**src/rtl/result_drain.sv**
```systemverilog
// Drains the CPU's byte-wide output RAM as big-endian 32-bit words onto a valid/ready stream,
// optionally followed by a trailer word carrying the CPU cycle count captured at done.
module result_drain #(
  parameter int          ROWS        = 4,
  parameter int          ADDR_W      = 4,
  parameter int          TRAILER     = 1,
  parameter logic [15:0] TRAILER_TAG = 16'hFEED
) (
  input  logic              clk,
  input  logic              rst,
  input  logic              done_in,
  input  logic [15:0]       cycles_in,
  output logic              ram_rd_en,
  output logic [ADDR_W-1:0] ram_addr,
  input  logic [7:0]        ram_rdata,
  output logic              m_valid,
  input  logic              m_ready,
  output logic [31:0]       m_data,
  output logic              m_last,
  output logic [15:0]       word_count,
  output logic              drain_done,
  output logic [2:0]        state_dbg
);

  // Stream handshake: a word transfers on any posedge where m_valid & m_ready; while m_valid is
  // high and m_ready is low, m_data and m_last are held unchanged.
  localparam logic [2:0] S_IDLE    = 3'd0;
  localparam logic [2:0] S_FETCH   = 3'd1;
  localparam logic [2:0] S_PRESENT = 3'd2;
  localparam logic [2:0] S_TRAIL   = 3'd3;
  localparam logic [2:0] S_DONE    = 3'd4;

  localparam logic [ADDR_W-1:0] LAST_ADDR = ADDR_W'(ROWS * 4 - 1);

  logic [2:0]        state_q, state_d;
  logic              done_q, done_d;
  logic [15:0]       cyc_q, cyc_d;
  logic [2:0]        ph_q, ph_d;
  logic [23:0]       sr_q, sr_d;
  logic              rd_en_q, rd_en_d;
  logic [ADDR_W-1:0] addr_q, addr_d;
  logic              valid_q, valid_d;
  logic [31:0]       data_q, data_d;
  logic              last_q, last_d;
  logic [15:0]       wc_q, wc_d;

  logic        start;
  logic        hs;
  logic [15:0] wc_inc;

  always_comb begin
    state_d = state_q;
    done_d  = done_in;
    cyc_d   = cyc_q;
    ph_d    = ph_q;
    sr_d    = sr_q;
    rd_en_d = 1'b0;
    addr_d  = addr_q;
    valid_d = valid_q;
    data_d  = data_q;
    last_d  = last_q;
    wc_d    = wc_q;
    start   = done_in & ~done_q;
    hs      = valid_q & m_ready;
    wc_inc  = (wc_q == 16'hFFFF) ? wc_q : wc_q + 16'd1;

    case (state_q)
      S_IDLE: begin
        if (start) begin
          state_d = S_FETCH;
          cyc_d   = cycles_in;
          wc_d    = 16'd0;
          rd_en_d = 1'b1;
          addr_d  = '0;
          ph_d    = 3'd0;
        end
      end
      S_FETCH: begin
        // ph counts cycles since the first read; byte data lags its strobe by one cycle.
        ph_d = ph_q + 3'd1;
        if (ph_q < 3'd3) begin
          rd_en_d = 1'b1;
          addr_d  = addr_q + 1'b1;
        end
        if (ph_q >= 3'd1 && ph_q <= 3'd3) begin
          sr_d = {sr_q[15:0], ram_rdata};
        end
        if (ph_q == 3'd4) begin
          state_d = S_PRESENT;
          data_d  = {sr_q, ram_rdata};
          valid_d = 1'b1;
          last_d  = (TRAILER == 0) && (addr_q == LAST_ADDR);
        end
      end
      S_PRESENT: begin
        if (hs) begin
          valid_d = 1'b0;
          last_d  = 1'b0;
          wc_d    = wc_inc;
          if (addr_q != LAST_ADDR) begin
            state_d = S_FETCH;
            rd_en_d = 1'b1;
            addr_d  = addr_q + 1'b1;
            ph_d    = 3'd0;
          end else if (TRAILER != 0) begin
            state_d = S_TRAIL;
            valid_d = 1'b1;
            data_d  = {TRAILER_TAG, cyc_q};
            last_d  = 1'b1;
          end else begin
            state_d = S_DONE;
          end
        end
      end
      S_TRAIL: begin
        if (hs) begin
          valid_d = 1'b0;
          last_d  = 1'b0;
          wc_d    = wc_inc;
          state_d = S_DONE;
        end
      end
      S_DONE: begin
        if (!done_in) state_d = S_IDLE;
      end
      default: state_d = S_IDLE;
    endcase
  end

  always_ff @(posedge clk) begin
    if (rst) begin
      state_q <= S_IDLE;
      done_q  <= 1'b0;
      cyc_q   <= 16'd0;
      ph_q    <= 3'd0;
      sr_q    <= 24'd0;
      rd_en_q <= 1'b0;
      addr_q  <= '0;
      valid_q <= 1'b0;
      data_q  <= 32'd0;
      last_q  <= 1'b0;
      wc_q    <= 16'd0;
    end else begin
      state_q <= state_d;
      done_q  <= done_d;
      cyc_q   <= cyc_d;
      ph_q    <= ph_d;
      sr_q    <= sr_d;
      rd_en_q <= rd_en_d;
      addr_q  <= addr_d;
      valid_q <= valid_d;
      data_q  <= data_d;
      last_q  <= last_d;
      wc_q    <= wc_d;
    end
  end

  assign ram_rd_en  = rd_en_q;
  assign ram_addr   = addr_q;
  assign m_valid    = valid_q;
  assign m_data     = data_q;
  assign m_last     = last_q;
  assign word_count = wc_q;
  assign drain_done = (state_q == S_DONE);
  assign state_dbg  = state_q;

endmodule

```
**config.mk**
```make
export PLATFORM = sky130hd
export DESIGN_NAME = result_drain
export DESIGN_NICKNAME = d
export VERILOG_FILES = /design/src/rtl/result_drain.sv
export SDC_FILE = /design/constraint.sdc
export NUM_CORES = 1
export LEC_CHECK = 0
export ABC_CLOCK_PERIOD_IN_PS = 3400
export BUFFER_PORTS_ARGS = -buffer_cell sky130_fd_sc_hd__buf_2
export CAP_MARGIN = 20
export CORE_ASPECT_RATIO = 1.4
export CORE_MARGIN = 3
export CORE_UTILIZATION = 45
export CTS_CLUSTER_SIZE = 20
export DETAILED_ROUTE_END_ITERATION = 10
export PLACE_DENSITY = 0.66
export SLEW_MARGIN = 20
export SYNTH_ARGS = -nofsm -noshare
export SYNTH_HDL_FRONTEND = slang
export SYNTH_SLANG_ARGS = --single-unit
```
**constraint.sdc**
```tcl
create_clock -name clk -period 3.4 [get_ports clk]
set_clock_uncertainty 0.1 [all_clocks]
set_input_delay 0.68 -clock clk [delete_from_list [all_inputs] [get_ports clk]]
set_output_delay 0.68 -clock clk [all_outputs]
set_load 0.02 [all_outputs]
```
After elaboration in Yosys (flattened, before gate mapping)
Index checks and enable logic that the tools add are counted.
{"block": "classes", "n_reduce_logical": 15, "muxes": 36, "magnitude_cmp": 3, "bitwise": 3, "n_addsub": 3, "eq_ne": 17}
{"operator": "2-to-1 mux 32 bit", "count": 3}
{"operator": "case mux 32 bit (2 select lines)", "count": 1}
{"operator": "2-to-1 mux 16 bit", "count": 3}
{"operator": "case mux 16 bit (2 select lines)", "count": 1}
{"operator": "2-to-1 mux 3 bit", "count": 8}
{"operator": "!= test 2 bit (second input constant)", "count": 9}
{"operator": "adder 16 x 1 -> 16 bit (second input constant)", "count": 1}
{"operator": "equality test 16 bit (second input constant)", "count": 1}
{"operator": "2-to-1 mux 4 bit", "count": 4}
{"operator": "AND reduction 4 bit", "count": 4}
{"operator": "case mux 3 bit (5 select lines)", "count": 1}
{"operator": "case mux 4 bit (3 select lines)", "count": 1}
{"operator": "AND reduction 5 bit", "count": 2}
{"operator": "2-to-1 mux 1 bit", "count": 9}
{"operator": "case mux 1 bit (3 select lines)", "count": 3}
{"operator": "case mux 3 bit (3 select lines)", "count": 1}
{"operator": "equality test 3 x 2 -> 1 bit (second input constant)", "count": 2}
{"operator": "equality test 3 bit (second input constant)", "count": 2}
{"operator": "nonzero test 3 bit", "count": 2}
{"operator": "adder 4 x 1 -> 4 bit (second input constant)", "count": 1}
{"operator": "!= test 4 bit (second input constant)", "count": 1}
{"operator": "AND reduction 2 bit", "count": 2}
{"operator": "nonzero test 2 bit", "count": 2}
{"operator": "adder 3 x 1 -> 3 bit (second input constant)", "count": 1}
{"operator": "11 further kinds", "count": 12}
{"block": "totals", "out_inout_bits": 59, "in_bits": 28, "register_bits": 102}

Longest topological paths before layout
{"block": "depth", "word_depth": 4, "depth_mapped": 10, "mapped_depth_nobuf": 7}

Worst setup path after synthesis
Ideal clock, no wire load.
{"block": "synth_path", "path_type": "input-to-reg", "start": "in done_in", "end": "reg wc_q[15], in the netlist word_count[15]", "t_arrival_ns": 2.251, "setup_slack_ns": 0.980, "cell_stages": 6, "setup_time_ns": 0.070, "cell_sequence": "or4b_4 > a21o_1 > a21o_1 > buf_6 > or4_1 > a21oi_1"}
{"block": "synth_via", "elab_chain_cells": 3}
{"item": "start: declaration", "line": "11", "source": "input logic done_in,"}
{"item": "bitwise AND 1 bit", "line": "63", "source": "start = done_in & ~done_q;"}
{"item": "!= test 2 bit (no source line)"}
{"item": "AND reduction 4 bit (no source line)"}
{"item": "end signal: assignment", "line": "154", "source": "wc_q <= wc_d;"}
{"item": "end: declaration", "line": "45", "source": "logic [15:0] wc_q, wc_d;"}
Every way passes these cells.
A chain may end at the register's enable or synchronous reset.

Worst setup path after layout
{"block": "layout_path", "start": "reg wc_q[0], in the netlist word_count[0]", "end": "reg wc_q[7], in the netlist word_count[7]"}
{"block": "layout_via", "elab_chain_cells": 4, "elab_cells_between_ends": 7, "classes_between": "1 x add/sub; 2 x eq/ne; 3 x mux; 1 x reduce/logical"}
{"item": "adder 16 x 1 -> 16 bit", "line": "65", "source": "wc_inc = (wc_q == 16'hFFFF) ? wc_q : wc_q + 16'd1;"}
{"item": "2-to-1 mux 16 bit", "line": "65"}
{"item": "2-to-1 mux 16 bit", "line": "96, 116"}
{"item": "case mux 16 bit (2 select lines)", "line": "67", "source": "case (state_q)"}
Several ways; a longest one is shown, not always the timed one. The select of a mux whose other input is x is not followed.

==> tab_implementation.tex <==
\begin{tabular}{lr}
\hline
Metric & Value \\
\hline
\multicolumn{2}{l}{\textbf{Status}} \\
Run status & complete, no violations \\
\multicolumn{2}{l}{\textbf{Place}} \\
Worst slack at placement & 0.7497 ns \\
Routability cong. & 0.8276 \\
IO Port Bufs & 86 \\
Detail Placement HPWL & 6.758 mm \\
Cell count after placement & 645 \\
\multicolumn{2}{l}{\textbf{Global routing}} \\
Total overflow reported by the global router & 0 \\
Most congested layer reported by global routing & met2 \\
GRT Util Overall & 18.63\% \\
Antenna violations before repair & 0 \\
Largest net degree at the start of global routing & 85 \\
Global-route wire length before repair & 15.93 mm \\
Global Route met2 Usage & approximately 31\% \\
GR Layer Usage met1 & 23.65\% \\
Number of global-route vias before repair & roughly 3300 \\
GR Layer Usage met3 & 3.112\% \\
\multicolumn{2}{l}{\textbf{Clock network}} \\
Post-CTS resize count & 0 \\
Hold buffer count at CTS & 0 \\
Clk sinks & 102 \\
Maximum level of the CTS H-tree & 3 \\
Post-CTS Setup Bufs & 0 \\
TritonCTS clock tree & built \\
Clock Latency Late Sink & between 0.3 and 0.4 ns \\
Number of buffers created by CTS & 9 \\
CTS clock-pin slew for the worst setup and hold paths & approximately 0.070 ns \\
Cell at the root of the clock tree & clkbuf\_16 \\
Maximum buffer depth of the clock tree & 2 \\
\multicolumn{2}{l}{\textbf{Synthesis}} \\
Most used flip-flop cell after synthesis & dfxtp\_1 \\
Post-Synth Adder-Cell Area & 1.746\% \\
Dominant cell type by area after synthesis & dfxtp\_1 \\
Area share of xor/xnor cells in the synthesized design & 1.222\% \\
Number of warnings reported in the yosys synthesis log & 0 \\
Simple-gate area share of the yosys netlist & 20.40\% \\
Post-synthesis mux area share & about a tenth \\
Number of distinct standard cells referenced by the synthesized netlist & 48 \\
Synth Net Count & a little over 500 \\
Mean instance size in the synthesized netlist & between 8 and 9 sq um \\
Area contributors post-synth & dfxtp\_1, mux2i\_1, nor2\_1 \\
Sequential cell area fraction in the yosys report & 47.48\% \\
Number of flip-flops and latches in the synthesized netlist & 102 \\
Cell count after synthesis & 480 \\
EDFF count, synth & 0 \\
Combinational family with the most area after synthesis & simple AND/OR/NAND/NOR gates \\
Compound-Gate Fraction of Synth Area & 14.69\% \\
Total standard cell area after synthesis & 4300 sq um \\
Top cell type's share of synthesized area & 47.48\% \\
Asr flop ratio synth & 0\% \\
\multicolumn{2}{l}{\textbf{Die}} \\
Core Footprint & 9183 sq um \\
Die H & $\sim$120 microns \\
Number of primary I/O pins & 87 \\
Total die area & 10780 sq um \\
Die width & 88.62 microns \\
Row cnt & 41 \\
Initial Utilization & 46.83\% \\
\multicolumn{2}{l}{\textbf{Power}} \\
Worst IR drop on VDD & 0.2619 mV \\
Power density normalized to cell area & just under 500 nW/um\^{}2 \\
Static leakage power & 0.002142 uW \\
\multicolumn{2}{l}{\textbf{Critical path}} \\
Type of the worst setup path & reg -> reg \\
CP Capture Type & register \\
Worst Path Required & between 3 and 4 ns \\
Startpoint type of the worst setup path & register \\
Number of cells on the worst reg-to-reg path & 6 \\
Worst-path maximum fanout & 10 \\
Critical path arrival & between 2 and 3 ns \\
\multicolumn{2}{l}{\textbf{Finish}} \\
Count of filler cells inserted in the layout & 834 \\
Number of standard cells in the final layout excluding fillers & $\sim$660 \\
Area of the multi-input gates & 2063 sq um \\
Layout Nets & about 580 \\
Register area & a little over 2000 sq um \\
Number of inserted diodes & 0 \\
Layout cell share with drive strength beyond 1 & 20.94\% \\
Signed area change from the synthesized netlist to the final layout & 17.86\% \\
\multicolumn{2}{l}{\textbf{Hold path}} \\
Cell count of the worst hold path & 2 \\
Min-Delay Path Class & reg -> reg \\
\multicolumn{2}{l}{\textbf{STA}} \\
Hold violation count in the final report & 0 \\
Share of the clock period used by the worst path after layout & 74.98\% \\
Hold Worst Slack & 0.3516 ns \\
Setup violations, final & 0 \\
Time the worst path needs with I/O delays and setup & approximately 2.5 ns \\
Final Max Slew Viols & 0 \\
Setup repair after global routing missed its margin & no \\
Worst-margin pin slew & 0.8237 ns \\
Highest achievable clock rate & 392.3 MHz \\
Max transition margin & 45.09\% \\
Setup total negative slack & 0 ns \\
Crit path setup slack, layout & 0.8506 ns \\
\multicolumn{2}{l}{\textbf{Route}} \\
Total wirelength of the detailed-routed design & 9.778 mm \\
Via count & 3645 \\
Via count normalized by instance count & $\sim$5.5 \\
Total DRC errors in the routed layout & 0 \\
Router iterations before antenna repair & 4 \\
Drt initial violations & 208 \\
Per-cell routed wire length & 14.79 microns \\
Antenna Nets Post-Route & 0 \\
\multicolumn{2}{l}{\textbf{Job}} \\
Number of max-capacitance violations reported & 0 \\
\hline
\end{tabular}
state kept, by name (all words and copies together), names as in the netlist:
name,flops
ph_q,3
state_dbg,3
word_count,16
ram_addr,4
ram_rd_en,1
sr_q,24
m_valid,1
m_last,1
done_q,1
cyc_q,16
m_data,32
through the flow:
stage / instance area (sq um) / utilization [%] / power, uW
final: 5069 / 55.20 / 2434
after global routing: 5069 / 55.20 / 2527
after global placement: 4768 / 51.93 / 1423
after floorplan: 4300 / - / 1379
after CTS: 5069 / 55.20 / 2457
after detailed placement: 4768 / 51.93 / 1426
cell usage after synthesis, drive strengths merged, types with 6 or more instances:
master / count
a211oi: 21
a21oi: 42
buf: 8
clkbuf: 26
dfxtp: 102
ha: 6
inv: 11
mux2i: 41
nand2: 46
nand2b: 7
nand3: 11
nand4: 7
nor2: 77
o32ai: 16
layout make-up:
cell class | count | share of cell area [%]
Sequential cell | 102 | 40.29
Tap cell | 107 | 2.641
Clock buffer | 11 | 4.789
Clock inverter | 5 | 1.136
Inverter | 11 | 0.8146
Timing Repair Buffer | 92 | 9.627
Multi-Input combinational cell | 333 | 40.71
layout by cell type, fill, tap and decap left out, drive strengths merged, types with 5 or more instances in the layout:
master and count:
or4 5, nor2 77, a21oi 42, ha 6, o32ai 16, dfxtp 102, a211oi 21, nand4 7
o21ai 5, nand2 46, nand2b 7, inv 12, nor3 5, clkbuf 11, xnor2 5, buf 92
nand3 11, mux2i 41, or3 5, a21o 5
kinds of logic (layout without fill, tap and decap cells):
group / Yosys count / in the layout
fa+ha+maj: 6 / 6
xor+xnor: 6 / 6
buf+inv: 45 / 119
mux: 41 / 41
compound gates: 97 / 97
flops: 102 / 102
simple gates: 183 / 183
power breakdown:
group | switching, uW | leakage, uW | internal (uW)
Sequential | 20.3 | 0.000825 | 1220
Combinational | 99.6 | 0.00117 | 60.9
Clock | 442 | 0.000150 | 593
Total | 562 | 0.00214 | 1870
path summary, 6_finish.rpt:
check,slack (ns),end,from
setup / recovery,0.85,word_count[7],word_count[0]
hold / removal,0.35,cyc_q[3],cyc_q[3]
setup reg to reg,0.85,word_count[7],word_count[0]
hold reg to reg,0.35,cyc_q[3],cyc_q[3]
per-layer routing:
metal  routed length, microns  up-vias
li1                         -     1840
met1                     4419     1704
met2                     4779       90
met3                      427       11
met4                      151        0
met5                        0        -
worst max-delay path, cell delays in order (launching register included):
cell	delay [ns]
dfxtp_1	0.47
ha_1	0.26
nand4_1	0.20
nor4_2	0.71
a21o_1	0.41
a21oi_1	0.07
o32ai_1	0.24
Note: power is estimated with default switching activity, not from simulation.
